### src/rtl/cpu_pkg.sv
// ============================================================================
// Module   : cpu_pkg
// Purpose  : Shared front-end types and constants for the PC fetch stage.
// Revision : 1.0 - initial release
// ============================================================================
`default_nettype none

package cpu_pkg;

   typedef enum logic [1:0] {
      BOOT  = 2'd0,
      FETCH = 2'd1,
      HALT  = 2'd2
   } fetch_state_t;

   localparam int          INSTR_BYTES      = 4;
   localparam logic [31:0] DEFAULT_RESET_PC = 32'h0000_0000;

endpackage

`default_nettype wire

### src/rtl/pc_fetch_unit.sv
// ============================================================================
// Module   : pc_fetch_unit
// Purpose  : Architectural PC register, instruction-memory request and
//            misaligned-redirect trap for the CPU front end.
// Revision : 1.0 - initial release
// ============================================================================
`default_nettype none

module pc_fetch_unit
   import cpu_pkg::*;
#(
   parameter logic [31:0] RESET_PC = DEFAULT_RESET_PC,
   parameter int          XLEN     = 32
) (
   input  logic            clk,
   input  logic            rst_n,
   input  logic            stall_i,
   input  logic            redirect_i,
   input  logic [XLEN-1:0] redirect_pc_i,
   output logic            imem_req_o,
   output logic [XLEN-1:0] imem_addr_o,
   input  logic            imem_ready_i,
   output logic [XLEN-1:0] pc_o,
   output logic [XLEN-1:0] pc_plus4_o,
   output logic            fetch_valid_o,
   output logic [XLEN-1:0] fetch_pc_o,
   output logic            misalign_o,
   output logic [XLEN-1:0] misalign_pc_o
);

   fetch_state_t    state, state_nxt;
   logic [XLEN-1:0] pc, pc_nxt;
   logic [XLEN-1:0] pc_plus4;
   logic            fetch_valid, fetch_valid_nxt;
   logic [XLEN-1:0] fetch_pc, fetch_pc_nxt;
   logic            misalign, misalign_nxt;
   logic [XLEN-1:0] misalign_pc, misalign_pc_nxt;

   // Modulo-2^XLEN increment: the top word wraps to zero silently.
   assign pc_plus4 = pc + XLEN'(INSTR_BYTES);

   always_ff @(posedge clk or negedge rst_n) begin
      if (!rst_n) begin
         state       <= BOOT;
         pc          <= RESET_PC[XLEN-1:0];
         fetch_valid <= 1'b0;
         fetch_pc    <= '0;
         misalign    <= 1'b0;
         misalign_pc <= '0;
      end else begin
         state       <= state_nxt;
         pc          <= pc_nxt;
         fetch_valid <= fetch_valid_nxt;
         fetch_pc    <= fetch_pc_nxt;
         misalign    <= misalign_nxt;
         misalign_pc <= misalign_pc_nxt;
      end
   end

   always_comb begin
      state_nxt       = state;
      pc_nxt          = pc;
      fetch_valid_nxt = 1'b0;
      fetch_pc_nxt    = fetch_pc;
      misalign_nxt    = misalign;
      misalign_pc_nxt = misalign_pc;

      case (state)
         BOOT: state_nxt = FETCH;
         FETCH: begin
            // Redirect outranks stall and ready; a misaligned target traps.
            if (redirect_i) begin
               if (redirect_pc_i[1:0] != 2'b00) begin
                  misalign_nxt    = 1'b1;
                  misalign_pc_nxt = redirect_pc_i;
                  state_nxt       = HALT;
               end else begin
                  pc_nxt = redirect_pc_i;
               end
            end else if (!stall_i && imem_ready_i) begin
               pc_nxt          = pc_plus4;
               fetch_valid_nxt = 1'b1;
               fetch_pc_nxt    = pc;
            end
         end
         HALT:    state_nxt = HALT;
         default: state_nxt = BOOT;
      endcase
   end

   assign imem_req_o    = (state == FETCH);
   assign imem_addr_o   = pc;
   assign pc_o          = pc;
   assign pc_plus4_o    = pc_plus4;
   assign fetch_valid_o = fetch_valid;
   assign fetch_pc_o    = fetch_pc;
   assign misalign_o    = misalign;
   assign misalign_pc_o = misalign_pc;

endmodule

`default_nettype wire

### config.mk
export PLATFORM = sky130hd
export DESIGN_NAME = pc_fetch_unit
export DESIGN_NICKNAME = d
export VERILOG_FILES = /design/src/rtl/cpu_pkg.sv /design/src/rtl/pc_fetch_unit.sv
export SDC_FILE = /design/constraint.sdc
export NUM_CORES = 1
export LEC_CHECK = 0
export BUFFER_PORTS_ARGS = -buffer_cell sky130_fd_sc_hd__clkbuf_2
export CAP_MARGIN = 15
export CORE_MARGIN = 5
export CORE_UTILIZATION = 45
export DETAILED_ROUTE_END_ITERATION = 7
export GPL_TIMING_DRIVEN = 0
export PLACE_DENSITY = 0.84
export SLEW_MARGIN = 40
export SYNTH_ARGS = -nofsm -noshare
export SYNTH_HDL_FRONTEND = slang
export SYNTH_SLANG_ARGS = --single-unit
### constraint.sdc
create_clock -name clk -period 3 [get_ports clk]
set_input_delay 0.3 -clock clk [delete_from_list [all_inputs] [get_ports clk]]
set_output_delay 0.3 -clock clk [all_outputs]
set_load 0.005 [all_outputs]
==> results.md, run 1 <==
Placed design:
- Routability-driven placement finished with a final weighted congestion of 0.869.
- The detailed placement HPWL is approximately 12000 microns.
- The total cell area at the placement stage is approximately 0.0064 sq mm.
- Prior to clock tree synthesis, the placed netlist has a worst setup slack of 468 ps.
- In this run the tool buffered the top-level ports with around 200 buffer cells.

Global route:
- The total congestion overflow after global routing is 0.
- The number of global-route vias before repair is between 4000 and 5000.
- The total routing resource utilization after global routing is 0.232.
- The pin count of the biggest net entering global routing is 52.
- The first global-routing pass estimated between 20000 and 30000 microns of wire.
- The initial antenna violation count was 0.

Route:
- In the routed layout, each cell is associated on average with a via count of 5.55.
- The aggregate routed wire length is between 15000 and 20000 microns.
- The first routing iteration left 430 violations.
- Before antenna repair, the detailed router went through 6 iterations.
- The number of remaining DRC errors is 0.
- After detailed routing, the average wire length per cell comes to 19.2 microns.
- Once detail routing completed, the nets flagged for antenna violations numbered 0.
- The number of vias after detailed routing is 4666.

Timing:
- The count of endpoints failing hold in the final timing report is 0.
- The time the final worst path needs with I/O delays and setup is between 2000 and 3000 ps.
- The setup TNS after final layout is 0 ps.
- Setup repair after global routing left no endpoint under its margin.
- Derived from the worst setup path, the maximum achievable clock frequency is 359 MHz.
- Setup slack closes at 213 ps.
- Across the routed clock network, the largest skew measured is 7.04 ps.
- Dividing the final minimum period by the clock period gives 0.929.
- At the pin with the least slew margin, the transition time is 797 ps.
- The number of max-slew violations in the final report is 0.
- The setup violation total in the final timing report is 0.
- Measured against its own limit, the worst slew margin works out to 0.469.

Clocking:
- The clock network latency to the later pin of the worst-skew pair is 350 ps.
- The root buffer cell is sky130_fd_sc_hd__clkbuf_16.
- The TritonCTS clock tree is built.
- The number of clock sinks is 100.
- The clock-pin slew of the registers on the worst-case setup and hold paths is 70 ps.
- The clock tree buffer depth is 2.
- The post-CTS repair timing setup buffer count is 0.
- The maximum level of the CTS H-tree is 3.
- Buffers inserted during clock tree synthesis total 9.

Worst setup path:
- The critical path startpoint category is a register.
- Counting cells, the worst reg-to-reg path comes to 6.
- The largest driver fanout on the critical path is 7.
- The end of the worst register-to-register path is fetch_pc_o[29].
- The kind of end point of the critical path is an output pin.
- The worst setup slack for register-to-register paths is 830 ps.
- The setup path with the least slack is of type register to output pin.
- The data arrival time of the worst path is 2490 ps.
- The worst register-to-register path begins at state[1].
- Data on the critical path is required at its endpoint by 2700 ps.

Synth:
- The mean instance size in the synthesized netlist is 10.8 sq um.
- The mapped netlist covers 0.00520 sq mm.
- The number of library cell types mapped by synthesis is 58.
- The number of enable-type register cells in the synthesized netlist is 0.
- The Yosys step of the flow raised 0 warnings.
- After technology mapping, the gate count stands at 482.
- By area, the combinational part of the netlist is dominated by simple AND/OR/NAND/NOR gates.
- Of the total synthesized cell area, the portion taken by full adders, half adders and majority gates is 0.00721.
- The fraction of registers with async set/reset is 1.00.
- The complex-gate fraction of the synthesized area was 0.0885.
- Of the total synthesized cell area, the portion taken by AND, OR, NAND and NOR gates is 0.146.
- The portion of synthesized area spent on multiplexers is 0.142.
- The most used flip-flop cell after synthesis is sky130_fd_sc_hd__dfrtp_1.
- The post-synthesis register bit count is 100.
- Counting every net in the synthesized netlist gives roughly 520.
- The xor/xnor cell area share of the yosys netlist is 0.0471.
- The share of the Yosys chip area taken by registers is 0.481.

Pwr:
- For this design the static power due to leakage is about 0.0033 uW.
- The power per cell area is 899 mW/mm^2.
- The worst IR drop on VDD is 0.543 mV.

Cells and area:
- The commonest non-fill, non-tap cell in the layout is sky130_fd_sc_hd__clkbuf_2.
- Of the cells placed in the final design, the portion with a size suffix greater than 1 is 0.492.
- The layout-stage area growth over the synthesis result is 29.1%.
- The final cell area excluding filler cells is 0.00672 sq mm.
- For this run, the post-layout net count is 733.
- The total of fill cells in the finished design is between 900 and 1000.
- Measured on the finished design, the core utilization comes to 0.591.
- The antenna cell count is 0.
- The register area is 0.00250 sq mm.
- In the layout the commonest cells are sky130_fd_sc_hd__clkbuf_2 (198), sky130_fd_sc_hd__dfrtp_1 (100), sky130_fd_sc_hd__mux2_2 (62).
- The area occupied by multi-input gates is 0.00224 sq mm.

Die:
- The number of top-level design ports is 200.
- The initialized floorplan defines 39 standard-cell rows.
- The x dimension of the die is ~120 microns.
- The initial utilization of the core area, before any placement, comes to 0.458.
- The core footprint is 0.0114 sq mm.
- The die covers 0.0138 sq mm.
- The die outline height is 118 microns.

Job:
- Across the run, the number of max-cap violations was 0.

Hold path:
- The worst hold path terminates at misalign_pc_o[25].
- In this run the worst hold path is classified as input pin to register.
- The worst hold path passes through 2 cells.
- The startpoint of the tightest hold check path is redirect_pc_i[25].

Outcome:
- The run finished with clean final reports.
==> through the flow <==
stage	total power (uW)	hold slack, ps	cells
floorplan	3620	4.41	482
global placement	4770	451	823
detailed placement	4900	281	824
CTS	6070	201	840
global route	6430	202	840
finish	6040	209	840
==> sequential cells by signal, summed over array words and instances, names as in the netlist <==
register       flops
fetch_pc_o        32
fetch_valid_o      1
imem_addr_o       32
misalign_o         1
misalign_pc_o     32
state              2
==> cell usage after synthesis, drive strengths merged (7+ instances only) <==
library cell    n  area (sq um)
a21oi          13          65.1
a22oi           7          52.6
and3           15          95.1
buf            55           367
clkbuf         16          61.3
dfrtp         100          2500
inv             9          33.8
mux2           62           698
nand2          22          82.6
nand3          24           125
nand4          12          96.3
nor2           25          96.4
nor4            7          65.1
o21ai          27           135
xnor2          18           158
xor2           10          87.6
==> how the worst max path moves through the flow <==
stage	from	endpoint	slack, ps	cells past startpoint
4_1_cts	imem_addr_o[2]	pc_plus4_o[30]	90	8
5_1_grt	imem_addr_o[2]	pc_plus4_o[30]	60	8
2_1_floorplan	imem_addr_o[11]	pc_plus4_o[31]	1070	6
3_3_place_gp	rst_n	misalign_pc_o[21]	370	1
6_report	imem_addr_o[3]	pc_plus4_o[30]	210	8
3_5_place_dp	imem_addr_o[2]	pc_plus4_o[30]	470	8
==> logic make-up (layout without fill, tap and decap cells) <==
| logic type | Yosys count | count (layout) |
|---|---|---|
| XOR/XNOR | 28 | 28 |
| AO/OA/AOI/OAI | 72 | 72 |
| multiplexers | 66 | 66 |
| AND/OR/NAND/NOR | 133 | 133 |
| buffers and inverters | 80 | 295 |
| adder cells (fa/ha/maj) | 3 | 3 |
| flip-flops | 100 | 100 |
==> layer usage <==
layer  track usage  share of wire  vias to the layer above
met5             0              0                        -
met4        0.0846          0.026                        0
met3        0.0706           0.10                       33
met2         0.379           0.49                      270
met1         0.292           0.39                     2262
li1              -              -                     2101
==> report_power, final <==
group          switching, uW  internal [uW]
registers                418           1900
clock network            507            664
logic                   1200           1350
==> critical path, cell delays in order, from the launching register on <==
cell and delay (ps):
sky130_fd_sc_hd__dfrtp_1 460, sky130_fd_sc_hd__ha_2 300, sky130_fd_sc_hd__nand3_1 140, sky130_fd_sc_hd__nor2_2 280, sky130_fd_sc_hd__and2_1 180, sky130_fd_sc_hd__buf_2 210, sky130_fd_sc_hd__nand4_1 160, sky130_fd_sc_hd__xnor2_1 250
sky130_fd_sc_hd__clkbuf_2 160
==> area by class of cell <==
cell class,count,area share
clock buffer,11,0.0361
buffer,71,0.0637
timing repair buffer,200,0.154
multi-input combinational,302,0.334
inverter,9,0.00503
tap,143,0.0266
clock inverter,4,0.00745
sequential,100,0.373
==> repair_timing <==
item | 4_1_cts | 5_1_grt
gates resized for setup | 0 | 2
hold buffers | 1 | 0
endpoints found under the hold margin | 49 | 0
setup endpoints to repair | 0 | 2
No activity file was read; power rests on OpenSTA's default activity.
==> run 2, diff against run 1 <==
--- a/config.mk
+++ b/config.mk
@@ -7,7 +7,7 @@
 export LEC_CHECK = 0
 export BUFFER_PORTS_ARGS = -buffer_cell sky130_fd_sc_hd__clkbuf_2
 export CAP_MARGIN = 15
-export CORE_MARGIN = 5
+export CORE_MARGIN = 2
 export CORE_UTILIZATION = 45
 export DETAILED_ROUTE_END_ITERATION = 7
 export GPL_TIMING_DRIVEN = 0
==> constraint.sdc (replaced) <==
create_clock -name clk -period 3 [get_ports clk]
set_input_delay 0.6 -clock clk [delete_from_list [all_inputs] [get_ports clk]]
set_output_delay 0.6 -clock clk [all_outputs]
set_load 0.005 [all_outputs]
==> run 2 against run 1 <==
Effect of this change: non-clock buffer count rose by 4; fmax fell by 3.0%; combinational power barely moved; critical path depth did not move; hold slack got worse by 14 ps; register-to-register slack got worse by 50 ps; core utilization rose by 0.32 points; clock-buffer cell count fell by 1; routed wire length fell by 1.8%; power fell by 0.89%; critical path type unchanged; largest cell class unchanged.
==> results.md, run 2 (synthesized netlist as in run 1, its figures left out) <==
Timing:
- For the final routed database, the setup TNS stands at 0 ps.
- The clock arrives with approximately 7.5 ps of skew.
- Dividing the final minimum period by the clock period gives 0.958.
- The number of max-slew violations in the final report is 0.
- The worst slew margin relative to its limit is 0.492.
- The worst slack on hold paths is 194 ps.
- Setup repair after global routing left no endpoint under its margin.
- The transition time of the tightest slew-check pin is 761 ps.
- The count of endpoints failing hold in the final timing report is 0.
- The upper clock frequency limit is 348 MHz.
- The setup violation total in the final timing report is 0.
- After layout, the minimum clock period comes to around 2900 ps.

Placed design:
- The number of placed instances, taps included, is 824.
- The count of input and output buffers is 198.
- The placed instances occupy a cell area of 0.00641 sq mm.
- Once detailed placement completed, the half-perimeter wirelength came to 11700 microns.
- The last weighted congestion value of the routability-driven placer is 0.859.

Clocking:
- The number of clock sinks is 100.
- TritonCTS built the clock tree.
- After clock tree synthesis, the clock-pin slew on the worst setup and hold paths is 70 ps.
- The clock reaches the later pin of the worst-skew pair after 350 ps.
- The clock tree buffer depth is 2.
- For this design, the CTS-stage hold fixing added 0 buffers.
- Buffers inserted during clock tree synthesis total 9.
- CTS placed an instance of sky130_fd_sc_hd__clkbuf_16 at the clock tree root.
- The maximum level of the CTS H-tree is 3.

Pwr:
- Dividing total power by cell area gives a power density of ~890 mW/mm^2.
- VDD sags by at most 0.394 mV.
- For this design the static power due to leakage is between 0.003 and 0.004 uW.

Die:
- The die footprint is 0.0124 sq mm.
- In this run the vertical extent of the chip is 112 microns.
- The region available for standard cell placement spans between 0.01 and 0.015 sq mm.
- The x dimension of the die is 112 microns.
- In this run the count of I/O pins placed on the die edge is 200.
- The effective utilization at floorplan is 0.458.
- The number of rows in the core area is 39.

Job:
- Across the run, the number of max-cap violations was 0.

Global route:
- The initial antenna violation count came to 0.
- The first-pass GRT wire length is 24400 microns.
- The pin count of the biggest net entering global routing is 52.
- The total routing resource utilization after global routing is 0.249.
- The number of global-route vias before repair is 4544.
- Global routing finished with a remaining overflow of 0.

Worst setup path:
- STA classifies the critical path endpoint as an output pin.
- Counting cells, the worst reg-to-reg path comes to 6.
- The sum of buffers and inverters on the critical path is 3.
- The critical path startpoint category is a register.
- Walking the worst path, the cells encountered are buf_2, and3_1, nand3_1, nor4_4, buf_4, nand4_1, xnor2_1, clkbuf_2.
- For the worst setup path, the data required time is around 2400 ps.
- The data arrival time of the worst path is 2270 ps.
- The largest driver fanout on the critical path is 8.
- The origin of the critical flop-to-flop path is state[1].
- In this run the register-to-register setup slack is 780 ps.
- The kind of cell with the highest combined delay on the critical path is simple AND/OR/NAND/NOR gates.
- In this design, the stage delay of the slowest critical-path cell is 370 ps.
- In this run the critical register-to-register path is captured at fetch_pc_o[29].
- The slowest stage of the critical path is the sky130_fd_sc_hd__dfrtp_1 cell.
- The timing startpoint of the critical path is imem_addr_o[11].
- The type of the setup path with the least slack is register to output pin.

Route:
- The post-route antenna net violation count is 0.
- The first-pass iteration count of the detailed router is 7.
- The number of violations reported at the end of detailed-routing iteration 0 is 359.
- Dividing the detail-routed wire length by the instance count gives 18.8 microns.
- The aggregate routed wire length is 15900 microns.
- The detail-routed via count per cell is ~5.6.
- The number of vias after detailed routing is between 4000 and 5000.
- After detailed routing, the number of remaining DRC violations is 0.

Cells and area:
- 0 antenna diodes ended up in the layout.
- Once layout is complete, the utilization of the core stands at 0.594.
- The commonest non-fill, non-tap cell in the layout is sky130_fd_sc_hd__clkbuf_2.
- The filler cells instantiated in the layout total 953.
- The register area is 0.00251 sq mm.
- The layout-stage area growth over the synthesis result is 29.8%.
- After the last flow step, the layout net total stands at about 740.
- After the flow finishes, the layout carries non-filler instances totaling 845.
- The area occupied by multi-input gates is between 0.002 and 0.0025 sq mm.
- The ratio of cells with drive above 1 in the final layout is 0.504.
- The final cell area excluding filler cells is just under 0.007 sq mm.
- The library cells used most frequently in the layout, excluding fill and tap cells, are sky130_fd_sc_hd__clkbuf_2 (198), sky130_fd_sc_hd__dfrtp_1 (96), sky130_fd_sc_hd__mux2_2 (62).

Hold path:
- The tightest min-delay check is of the input pin to async pin type.

Outcome:
- The run finished with clean final reports.
==> run 2: changes by cell type in the layout (fill, tap and decap cells not counted), sizes merged <==
cell / change
clkinv: +3
bufinv: -1
inv: +1
buf: +4
clkinvlp: -1
dlygate4sd3: -1
==> run 2: worst register-to-register path: stages (launching register included) <==
cell	delay (ps)
sky130_fd_sc_hd__dfrtp_1	360
sky130_fd_sc_hd__inv_1	100
sky130_fd_sc_hd__ha_1	310
sky130_fd_sc_hd__nor4bb_1	270
sky130_fd_sc_hd__buf_2	330
sky130_fd_sc_hd__buf_2	350
sky130_fd_sc_hd__mux2_2	380
==> run 2: how the worst max path moves through the flow <==
stage                     cells after the start                to  slack, ps
after floorplan                               6    pc_plus4_o[31]        770
after global placement                        1  misalign_pc_o[0]         50
after detailed placement                      8    pc_plus4_o[20]        240
after CTS                                     6    pc_plus4_o[31]         10
after global routing                          8    pc_plus4_o[31]         10
final                                         8    pc_plus4_o[31]        130
==> run 2: final cells by class <==
type / count / share of cell area
inverter: 9 / 0.00500
clock inverter: 6 / 0.00593
buffer: 71 / 0.0637
tap: 143 / 0.0265
clock buffer: 10 / 0.0339
timing repair buffer: 204 / 0.158
sequential: 100 / 0.371
multi-input combinational: 302 / 0.336
==> run 2: where the power goes <==
group	switching [uW]	total, uW	internal, uW	leakage [uW]
clock network	523	1090	563	0.000133
registers	433	2340	1910	0.00119
logic	1200	2560	1360	0.00203
==> run 2: per-stage QoR <==
stage | power, uW | setup WS (ps)
6_report | 5990 | 126
5_1_grt | 6350 | 12.0
4_1_cts | 5980 | 12.7
3_5_place_dp | 4890 | 244
3_3_place_gp | 4740 | 51.7
2_1_floorplan | 3620 | 773
==> run 2: routing by layer <==
metal | up-vias | GRT usage | routed length [microns]
li1 | 2111 | - | -
met5 | - | 0 | 0
met1 | 2281 | 0.327 | 6240
met3 | 55 | 0.0523 | 1420
met2 | 288 | 0.411 | 7820
met4 | 0 | 0.0897 | 381
==> run 2: repair_timing <==
item | CTS | global route
endpoints found under the setup margin | 2 | 6
gates resized for setup | 2 | 9
setup buffers | 0 | 5
pin swaps | 0 | 4
